===== src/rtl/sobel_threshold_ctrl.sv =====
// Purpose : edits a shadow Sobel gradient threshold from debounced key events and
//           commits it to the live threshold only at frame start (rising frame_vsync).
// Latency : key -> shadow/pending 1 cycle; vsync edge -> threshold/th_update 2 cycles.
// Backpr. : none; key_flag strobes are always accepted, frame_vsync is sampled every cycle.
//
// Optional build macro: THRESH_WRAP_EN -- out-of-range steps wrap to the opposite
// bound instead of saturating.
//
// Ports:
//   clk, rst_n      clock, asynchronous active-low reset
//   key_flag        one-cycle strobe qualifying key_value
//   key_value       key code: bit0 inc, bit1 dec, bit2 toggle step, bit3 restore default
//   frame_vsync     active-high frame sync, synchronous to clk
//   threshold       committed threshold for the Sobel compare stage
//   th_update       one-cycle pulse when threshold is loaded
//   step_coarse     1 = coarse step selected
//   pending         shadow edited and not yet committed
module sobel_threshold_ctrl #(
  parameter int KEY_WIDTH   = 4,
  parameter int TH_WIDTH    = 8,
  parameter int TH_DEFAULT  = 64,
  parameter int TH_MIN      = 0,
  parameter int TH_MAX      = 255,
  parameter int STEP_FINE   = 1,
  parameter int STEP_COARSE = 16
) (
  input  logic                 clk,
  input  logic                 rst_n,
  input  logic                 key_flag,
  input  logic [KEY_WIDTH-1:0] key_value,
  input  logic                 frame_vsync,
  output logic [TH_WIDTH-1:0]  threshold,
  output logic                 th_update,
  output logic                 step_coarse,
  output logic                 pending
);

  localparam logic [1:0] S_IDLE   = 2'd0;
  localparam logic [1:0] S_PEND   = 2'd1;
  localparam logic [1:0] S_COMMIT = 2'd2;

  // Bound checks are done one bit wider than the threshold so that
  // shadow + step can never wrap around before it is compared.
  localparam int AW = TH_WIDTH + 1;
  localparam logic [AW-1:0] MIN_A    = AW'(TH_MIN);
  localparam logic [AW-1:0] MAX_A    = AW'(TH_MAX);
  localparam logic [AW-1:0] FINE_A   = AW'(STEP_FINE);
  localparam logic [AW-1:0] COARSE_A = AW'(STEP_COARSE);

  localparam logic [TH_WIDTH-1:0] DEF_W    = TH_WIDTH'(TH_DEFAULT);
  localparam logic [TH_WIDTH-1:0] MIN_W    = TH_WIDTH'(TH_MIN);
  localparam logic [TH_WIDTH-1:0] MAX_W    = TH_WIDTH'(TH_MAX);
  localparam logic [TH_WIDTH-1:0] FINE_W   = TH_WIDTH'(STEP_FINE);
  localparam logic [TH_WIDTH-1:0] COARSE_W = TH_WIDTH'(STEP_COARSE);

  logic [1:0]          state, state_nxt;
  logic [TH_WIDTH-1:0] shadow, shadow_nxt;
  logic                step_coarse_nxt;
  logic                vsync_r;
  logic                frame_edge;
  logic                edit;
  logic [AW-1:0]       step_a;
  logic [TH_WIDTH-1:0] step_w;
  logic                inc_over;
  logic                dec_under;

  assign frame_edge = frame_vsync & ~vsync_r;

  always_comb begin
    step_a    = step_coarse ? COARSE_A : FINE_A;
    step_w    = step_coarse ? COARSE_W : FINE_W;
    inc_over  = (({1'b0, shadow} + step_a) > MAX_A);
    dec_under = ({1'b0, shadow} < (MIN_A + step_a));
  end

  // Key decode: restore beats toggle beats inc/dec; inc+dec together cancel.
  always_comb begin
    shadow_nxt      = shadow;
    step_coarse_nxt = step_coarse;
    edit            = 1'b0;
    if (key_flag) begin
      if (key_value[3]) begin
        shadow_nxt = DEF_W;
        edit       = 1'b1;
      end else if (key_value[2]) begin
        step_coarse_nxt = ~step_coarse;
      end else if (key_value[0] && !key_value[1]) begin
        edit = 1'b1;
        if (inc_over) begin
`ifdef THRESH_WRAP_EN
          shadow_nxt = MIN_W;
`else
          shadow_nxt = MAX_W;
`endif
        end else begin
          shadow_nxt = shadow + step_w;
        end
      end else if (key_value[1] && !key_value[0]) begin
        edit = 1'b1;
        if (dec_under) begin
`ifdef THRESH_WRAP_EN
          shadow_nxt = MAX_W;
`else
          shadow_nxt = MIN_W;
`endif
        end else begin
          shadow_nxt = shadow - step_w;
        end
      end
    end
  end

  // Commit FSM. An edit landing in the COMMIT cycle is not part of this
  // commit (threshold takes the pre-edit shadow) so it re-arms PEND.
  always_comb begin
    state_nxt = state;
    case (state)
      S_IDLE:   if (edit) state_nxt = S_PEND;
      S_PEND:   if (frame_edge) state_nxt = S_COMMIT;
      S_COMMIT: state_nxt = edit ? S_PEND : S_IDLE;
      default:  state_nxt = S_IDLE;
    endcase
  end

  always_ff @(posedge clk or negedge rst_n) begin
    if (!rst_n) begin
      state       <= S_IDLE;
      shadow      <= DEF_W;
      threshold   <= DEF_W;
      step_coarse <= 1'b0;
      th_update   <= 1'b0;
      pending     <= 1'b0;
      vsync_r     <= 1'b1;
    end else begin
      state       <= state_nxt;
      shadow      <= shadow_nxt;
      step_coarse <= step_coarse_nxt;
      vsync_r     <= frame_vsync;
      th_update   <= (state == S_COMMIT);
      pending     <= (state_nxt != S_IDLE);
      if (state == S_COMMIT) begin
        threshold <= shadow;
      end
    end
  end

endmodule


===== config.mk =====
export PLATFORM = sky130hd
export DESIGN_NAME = sobel_threshold_ctrl
export DESIGN_NICKNAME = d
export VERILOG_FILES = /design/src/rtl/sobel_threshold_ctrl.sv
export SDC_FILE = /design/constraint.sdc
export NUM_CORES = 1
export LEC_CHECK = 0
export ABC_CLOCK_PERIOD_IN_PS = 1800
export CORE_ASPECT_RATIO = 0.7
export CORE_MARGIN = 2
export CORE_UTILIZATION = 45
export DETAILED_ROUTE_END_ITERATION = 10
export PLACE_DENSITY = 0.73
export SYNTH_ARGS = -nofsm -noshare
export SYNTH_HDL_FRONTEND = slang
export SYNTH_SLANG_ARGS = --single-unit

===== constraint.sdc =====
create_clock -name clk -period 1.8 [get_ports clk]
set_input_delay 0.36 -clock clk [delete_from_list [all_inputs] [get_ports clk]]
set_output_delay 0.36 -clock clk [all_outputs]
set_load 0.01 [all_outputs]

==> PnR_summary.wiki, run 1 <==
{| class="wikitable"
! Metric !! Value
|-
| Die Span X || 69.65 um
|-
| Slew of the pin with the lowest slew margin || between 400 and 500 ps
|-
| Initial core utilization || 47.76%
|-
| Status || finished, violations left
|-
| Post-route DRC violation count || 0
|-
| Maximum cell stage delay along the critical path || 400 ps
|-
| Final max-slew violation count || 0
|-
| Total of endpoints with negative setup slack in the final report || 8
|-
| Iter 0 DRT Violations || 80
|-
| Number of cells produced by synthesis || about 150
|-
| Core outline area || 2843 sq um
|-
| Antenna violations before repair || 0
|-
| Leading post-synthesis cells by instance count || dfrtp_1, nand2_1, inv_1, o21ai_0, ha_1
|-
| Number of global-route vias before repair || 1,370
|-
| WP data required || 1960 ps
|-
| Global-route total usage across every layer || 24.23%
|-
| Global-route wire length before repair || 6644 um
|-
| Max frequency || around 500 MHz
|-
| Worst reg2reg setup slack || -140 ps
|-
| Final weighted congestion in routability-driven placement || 1.014
|-
| Maximum number of pins on one net before global-route repair || 23
|-
| Share of the yosys chip area belonging to registers || 40.83%
|-
| Cell-by-cell trace of the critical path || clkinv_4 -> ha_4 -> or3_4 -> nor3_4 -> a211oi_4 -> buf_6 -> a32o_1
|-
| Primary flip-flop cell chosen by synthesis mapping || dfrtp_1
|-
| Final wirelength || 3972 um
|-
| Fraction of layout instances using a drive strength above 1 || 39.50%
|-
| Cell type with the highest aggregate area in the netlist || dfrtp_1
|-
| Chip Height || 49.96 um
|-
| Layout overhead on the synthesized area || 52.26%
|-
| Max clock buf depth || 2
|-
| Number of warnings reported in the yosys synthesis log || 0
|-
| Synth Net Count || about 160
|-
| Power Density || 1186 nW/um^2
|-
| Area share of the leading cell type in the synthesized netlist || about a third
|-
| H-Tree Depth || 1
|-
| Number of synthesized register bits || 22
|-
| Sort of element at the end of the critical path || flip-flop
|-
| Setup WS pre-CTS || -372.9 ps
|-
| FFs w/ async S/R, synth || 100.0%
|-
| Num rows || 16
|-
| Clock Pin Slew Worst Setup and Hold Paths || around 80 ps
|-
| Count of flip-flops with a built-in enable after synthesis || 0
|-
| Via Count || 1,382
|-
| Unrepaired setup endpoints after global routing || true
|-
| CTS Root Buffer Type || clkbuf_8
|-
| Post-Synthesis Cell Area || 1358 sq um
|-
| Maximum capacitance violations || 0
|-
| Static Leakage || between 0.0008 and 0.0009 uW
|-
| Type of the worst setup path || reg -> reg
|-
| First-pass DRT Iterations || 4
|-
| Half-perimeter wire length after detailed placement || 2689 um
|-
| Layout Skew || 6.180 ps
|-
| Worst relative slew slack || 68.70%
|-
| Average size of a mapped cell || 9.235 sq um
|-
| Tightest Hold Check Type || in -> async
|-
| Die Outline Area || 3479 sq um
|-
| Peak ir drop on the vdd network || 0.7626 mV
|-
| Minimum period implied by the final worst setup slack || 1945 ps
|-
| Clock latency at the later pin of the worst-skew pair || 270 ps
|-
| DR WL/cell || 16.83 um
|-
| Arrival time at the worst endpoint || ~2100 ps
|-
| Detail-routed via count per cell || 5.856
|-
| Net count reported at finish || 217
|-
| Setup slack after layout || -144.8 ps
|-
| Final worst path period share || 108.0%
|-
| Number of clock buffers inserted by TritonCTS || 3
|-
| # IOs || 19
|-
| Netlist cell types || 44
|-
| WHS || 442.1 ps
|-
| Ant diodes || 0
|-
| Highest-delay cell along the critical path || or3_4
|-
| Detail Route Antenna Nets || 0
|-
| Total negative slack for setup checks || -829.1 ps
|-
| Violations in the final reports || setup timing
|-
| Final Hold Vio Count || 0
|-
| TritonCTS clock tree || built
|-
| Clock sink total || 22
|-
| Number of port buffers || 18
|-
| CP Launch Type || flip-flop
|-
| Highest net fanout along the worst path || 4
|-
| Leftover overflow at the end of global routing || 0
|-
| Largest cells by area after synthesis || dfrtp_1, ha_1, dfstp_2
|}
==> path summary, 6_finish.rpt <==
kind	from	to	cells after the start
setup reg to reg	step_coarse	shadow[1]	7
setup / recovery	step_coarse	shadow[1]	7
min in group clk	threshold[0]	threshold[0]	2
hold / removal	rst_n	state[0]	2
max in group asynchronous	rst_n	vsync_r	2
hold reg to reg	threshold[0]	threshold[0]	2
==> per-stage QoR <==
step,std cells,util (%),power (uW),area (sq um)
floorplan,147,-,1264,1371
global placement,225,63.16,1739,1795
global route,236,72.71,2586,2067
detailed placement,225,63.16,1780,1795
finish,236,72.71,2452,2067
CTS,233,69.98,2327,1989
==> worst max-delay path, delay by kind of cell (launching register included) <==
family / cells / cell delay, ps
AOI/OAI and AO/OA: 2 / 360
adders and majority gates: 1 / 180
buffers and inverters: 2 / 240
DFF: 1 / 390
and+or+nand+nor: 2 / 670
==> where the power goes <==
group | total, uW | switching (uW) | leakage (uW) | internal (uW)
clock | 361 | 165 | 0.0000288 | 195
combinational | 1400 | 649 | 0.000589 | 747
sequential | 695 | 75.4 | 0.000282 | 620
total | 2450 | 889 | 0.000900 | 1560
==> cells by family (layout without fill, tap and decap cells) <==
logic type / Yosys count / after routing / share of synthesized area (%)
multiplexers: 6 / 6 / 4.885
AO/OA/AOI/OAI: 36 / 36 / 18.16
AND/OR/NAND/NOR: 54 / 54 / 21.29
flip-flops: 22 / 22 / 40.83
adder cells (fa/ha/maj): 8 / 8 / 7.374
XOR/XNOR: 3 / 3 / 1.936
buffers and inverters: 18 / 71 / 5.530
==> layer usage <==
layer  wire (um)  vias up  global-route usage [%]  share of wire, %
met1        1708      672                   30.25                43
met5           0        -                       0                 0
li1            -      639                       -                 -
met4          64        0                   7.051               1.6
met2        1988       57                   42.31                50
met3         210       14                   5.521               5.3
==> flip-flops by register name, indices dropped and copies added (netlist names) <==
name / flops
th_update: 1
pending: 1
shadow: 8
step_coarse: 1
state: 2
vsync_r: 1
threshold: 8
==> area by class of cell <==
cell class,count,area (sq um)
Clock buffer,4,55.05
Sequential cell,22,555.5
Multi-Input combinational cell,107,880.8
Fill cell,207,775.7
Tap cell,36,45.04
Timing Repair Buffer,56,484.2
Inverter,11,46.29
==> cells in the final DEF, fill, tap and decap left out, types with 2 or more instances in the layout <==
| master | netlist | routed |
|---|---|---|
| ha_4 | 0 | 5 |
| nand3_1 | 7 | 6 |
| buf_6 | 1 | 5 |
| xnor2_1 | 2 | 2 |
| nor3_1 | 3 | 2 |
| inv_1 | 11 | 9 |
| o22ai_1 | 3 | 3 |
| mux2_2 | 5 | 5 |
| dfrtp_1 | 19 | 18 |
| clkdlybuf4s50_1 | 0 | 18 |
| nand2_1 | 19 | 17 |
| clkbuf_8 | 0 | 4 |
| nor4_2 | 0 | 2 |
| o21ai_1 | 1 | 3 |
| o21ai_2 | 0 | 2 |
| nand2b_1 | 4 | 4 |
| a21oi_1 | 5 | 5 |
| ha_1 | 8 | 2 |
| o221ai_2 | 0 | 2 |
| o21ai_0 | 10 | 6 |
| dfstp_2 | 3 | 3 |
| nor2b_1 | 3 | 3 |
| a31oi_1 | 4 | 4 |
| buf_4 | 0 | 33 |
| nor2_1 | 5 | 4 |
| nand2_2 | 0 | 2 |
==> repair_timing <==
item | 4_1_cts | 5_1_grt
resized for setup | 23 | 14
hold buffers | 0 | 0
endpoints found under the hold margin | 0 | 0
endpoints found under the setup margin | 8 | 8
pin swaps | 9 | 9
buffers inserted | 4 | 3
(Power assumes the default switching activity.)
==> run 2: changes to the inputs <==
--- a/config.mk
+++ b/config.mk
@@ -6,7 +6,6 @@
 export NUM_CORES = 1
 export LEC_CHECK = 0
 export ABC_CLOCK_PERIOD_IN_PS = 1800
-export CORE_ASPECT_RATIO = 0.7
 export CORE_MARGIN = 2
 export CORE_UTILIZATION = 45
 export DETAILED_ROUTE_END_ITERATION = 10
==> run 2 against run 1 <==
The run ends with DRC, setup timing left. Combinational power down 6%. Core utilization down 1.2 points. Maximum frequency up 0.19%. Global-route usage up 0.078 points. Register-to-register slack about the same. Critical path type unchanged. Largest cell class unchanged. Highest routed layer unchanged.
==> PnR_summary.wiki, run 2 (same netlist as run 1, synthesis figures left out) <==
{| class="wikitable"
! Metric !! Value
|-
| Status || finished, violations left (unchanged)
|-
| Violations in the final reports || DRC, setup timing (was setup timing)
|-
| Cell count after placement || 220 (was 225)
|-
| Chip Height || 58.93 um (was 49.96 um)
|-
| Highest net fanout along the worst path || 3 (was 4)
|-
| Static Leakage || 0.0008952 uW (was 0.0008997 uW)
|-
| Count of filler cells inserted in the layout || 219 (was 207)
|-
| Die Outline Area || 3472 sq um (was 3479 sq um)
|-
| Clock latency at the later pin of the worst-skew pair || 330 ps (was 270 ps)
|-
| Highest-delay cell along the critical path || or4b_4 (was or3_4)
|-
| Biggest regs || shadow (8), threshold (8), state (2) (unchanged)
|-
| Cell count of the worst reg-to-reg path || 7 (unchanged)
|-
| Cell-by-cell trace of the critical path || inv_4 -> ha_4 -> or4b_4 -> a211o_1 -> o32ai_2 -> o22ai_1 -> nand3_1 (was clkinv_4 -> ha_4 -> or3_4 -> nor3_4 -> a211oi_4 -> buf_6 -> a32o_1)
|-
| Maximum cell stage delay along the critical path || 480 ps (was 400 ps)
|-
| Critical register-to-register path startpoint || step_coarse (unchanged)
|-
| Number of clock buffers inserted by TritonCTS || 3 (unchanged)
|-
| Initial core utilization || 48.39% (was 47.76%)
|-
| H-Tree Depth || 1 (unchanged)
|-
| Global-route total usage across every layer || 24.31% (was 24.23%)
|-
| Overall power after layout || 2411 uW (was 2452 uW)
|-
| Final max-slew violation count || 0 (unchanged)
|-
| Total negative slack for setup checks || -705.8 ps (was -829.1 ps)
|-
| Worst reg2reg setup slack || -140 ps (about the same)
|-
| Clock sink total || 22 (unchanged)
|-
| Unrepaired setup endpoints after global routing || true (unchanged)
|-
| Type of the worst setup path || reg -> reg (unchanged)
|-
| Switching power || 870.7 uW (was 889.4 uW)
|-
| Non-Filler Cell Area, Final || 2007 sq um (was 2067 sq um)
|-
| Layout Skew || 23.71 ps (was 6.180 ps)
|-
| Core outline area || 2805 sq um (was 2843 sq um)
|-
| Layout overhead on the synthesized area || 47.83% (was 52.26%)
|-
| Fraction of power consumed by sequential logic || 28.9% (was 28.4%)
|-
| # IOs || 19 (unchanged)
|-
| Utilization after layout || 71.54% (was 72.71%)
|-
| Minimum period implied by the final worst setup slack || 1941 ps (was 1945 ps)
|-
| Number of port buffers || 18 (unchanged)
|-
| Most frequent cells in the layout || buf_4, nand2_1, dfrtp_1 (was buf_4, clkdlybuf4s50_1, dfrtp_1)
|-
| Detail-routed via count per cell || 5.908 (was 5.856)
|-
| Final wirelength || 4018 um (was 3972 um)
|-
| Num rows || 19 (was 16)
|-
| Fraction of layout instances using a drive strength above 1 || 35.03% (was 39.50%)
|-
| DR WL/cell || 17.62 um (was 16.83 um)
|-
| TritonCTS clock tree || built (unchanged)
|-
| Maximum number of pins on one net before global-route repair || 23 (unchanged)
|-
| Slew of the pin with the lowest slew margin || 511.6 ps (was 469.5 ps)
|-
| Total of endpoints with negative setup slack in the final report || 8 (unchanged)
|-
| Setup slack after layout || -141.1 ps (was -144.8 ps)
|-
| CP Launch Type || flip-flop (unchanged)
|-
| Die Span X || 58.93 um (was 69.65 um)
|-
| Post-route DRC violation count || 2 (was 0)
|-
| First-pass DRT Iterations || 7 (was 4)
|-
| Sort of element at the end of the critical path || flip-flop (unchanged)
|-
| Share of total power in combinational logic || 54.8% (was 56.9%)
|-
| CTS Root Buffer Type || clkbuf_4 (was clkbuf_8)
|-
| Global-route wire length before repair || 6299 um (was 6644 um)
|-
| Max clock buf depth || 2 (unchanged)
|-
| Int Power || 1540 uW (was 1562 uW)
|-
| Net count reported at finish || 214 (was 217)
|-
| Ant diodes || 0 (unchanged)
|-
| Peak ir drop on the vdd network || 0.8443 mV (was 0.7626 mV)
|-
| Power Density || 1201 nW/um^2 (was 1186 nW/um^2)
|-
| Net switching share of the total power || 36.11% (was 36.28%)
|-
| Number of global-route vias before repair || 1,339 (was 1,370)
|-
| Half-perimeter wire length after detailed placement || 2640 um (was 2689 um)
|-
| Maximum capacitance violations || 0 (unchanged)
|-
| Final worst path period share || 107.8% (was 108.0%)
|-
| Detail Route Antenna Nets || 0 (unchanged)
|-
| WP data required || 2080 ps (was 1960 ps)
|-
| FF-to-FF End || shadow[3] (was shadow[1])
|-
| Proportion of power drawn by the clock network || 16.3% (was 14.7%)
|-
| Leftover overflow at the end of global routing || 0 (unchanged)
|-
| Tightest Hold Check Type || in -> async (unchanged)
|-
| Antenna violations before repair || 0 (unchanged)
|-
| Max frequency || 515.2 MHz (was 514.2 MHz)
|-
| Final weighted congestion in routability-driven placement || 0.9715 (was 1.014)
|-
| Clock Pin Slew Worst Setup and Hold Paths || 150 ps (was 80 ps)
|-
| Worst relative slew slack || 65.89% (was 68.70%)
|-
| Final Hold Vio Count || 0 (unchanged)
|-
| Fin cells || 228 (was 236)
|-
| Number of hold-repair buffers added at the cts stage || 0 (unchanged)
|-
| Iter 0 DRT Violations || 72 (was 80)
|-
| Arrival time at the worst endpoint || 2230 ps (was 2100 ps)
|-
| Cell Area, Placed || 1789 sq um (was 1795 sq um)
|-
| Commonest non-fill, non-tap cell in the layout || buf_4 (unchanged)
|-
| Via Count || 1,347 (was 1,382)
|}
## run 2: changes by cell type in the layout (fill, tap and decap cells not counted), sizes merged
| cell | change |
|---|---|
| buf | -3 |
| bufinv | +1 |
| clkbuf | -1 |
| clkdlybuf4s50 | -2 |
| clkinv | -1 |
| dlymetal6s2s | +2 |
| inv | +1 |
## run 2: per-layer routing
layer | vias up | GRT usage (%) | wire length [um]
met5 | - | 0 | 0
met4 | 0 | 9.091 | 163
met3 | 20 | 4.396 | 154
met2 | 56 | 42.86 | 2123
met1 | 645 | 29.33 | 1575
li1 | 626 | - | -
## run 2: worst max-delay path: cells and delay by family (launching register included)
kind                     cells  cell delay (ps)
AND/OR/NAND/NOR              2              550
buffers and inverters        1               80
AO/OA/AOI/OAI                3              660
flip-flops                   1              450
adder cells (fa/ha/maj)      1              150
## run 2: how the worst max path moves through the flow
stage,end,start,cells after the start
detailed placement,shadow[5],key_flag,5
CTS,shadow[3],step_coarse,7
floorplan,shadow[3],step_coarse,7
global route,shadow[3],step_coarse,7
finish,shadow[3],step_coarse,7
global placement,shadow[0],key_value[0],8
## run 2: repair_timing
item	in CTS	in global routing
pin swaps	2	8
setup buffers	3	1
resized for setup	12	14
setup endpoints to repair	8	10
cloned	0	0
## run 2: metrics by stage
step	worst slack [ps]	hold slack, ps
floorplan	-83.32	64.41
global placement	-254.9	460.2
detailed placement	-327.2	469.9
CTS	-138.5	354.1
global route	-225.6	366.4
finish	-141.1	348.5
## run 2: layout make-up
| type | count | area, sq um | share of cell area, % |
|---|---|---|---|
| clock buffers | 3 | 22.52 | 1.122 |
| repair buffers | 53 | 455.4 | 22.69 |
| flip-flops and latches | 22 | 555.5 | 27.68 |
| inverters | 11 | 43.79 | 2.182 |
| well taps | 31 | 38.79 | 1.933 |
| multi-input cells | 107 | 860.8 | 42.89 |
| clock inverters | 1 | 30.03 | 1.496 |
## run 2: power by group through the flow
stage / sequential [uW] / clock [uW] / combinational (uW)
2_1_floorplan: 730 / 0 / 534
3_3_place_gp: 692 / 0 / 1050
3_5_place_dp: 698 / 0 / 1090
4_1_cts: 692 / 405 / 1220
5_1_grt: 711 / 415 / 1430
6_report: 697 / 392 / 1320
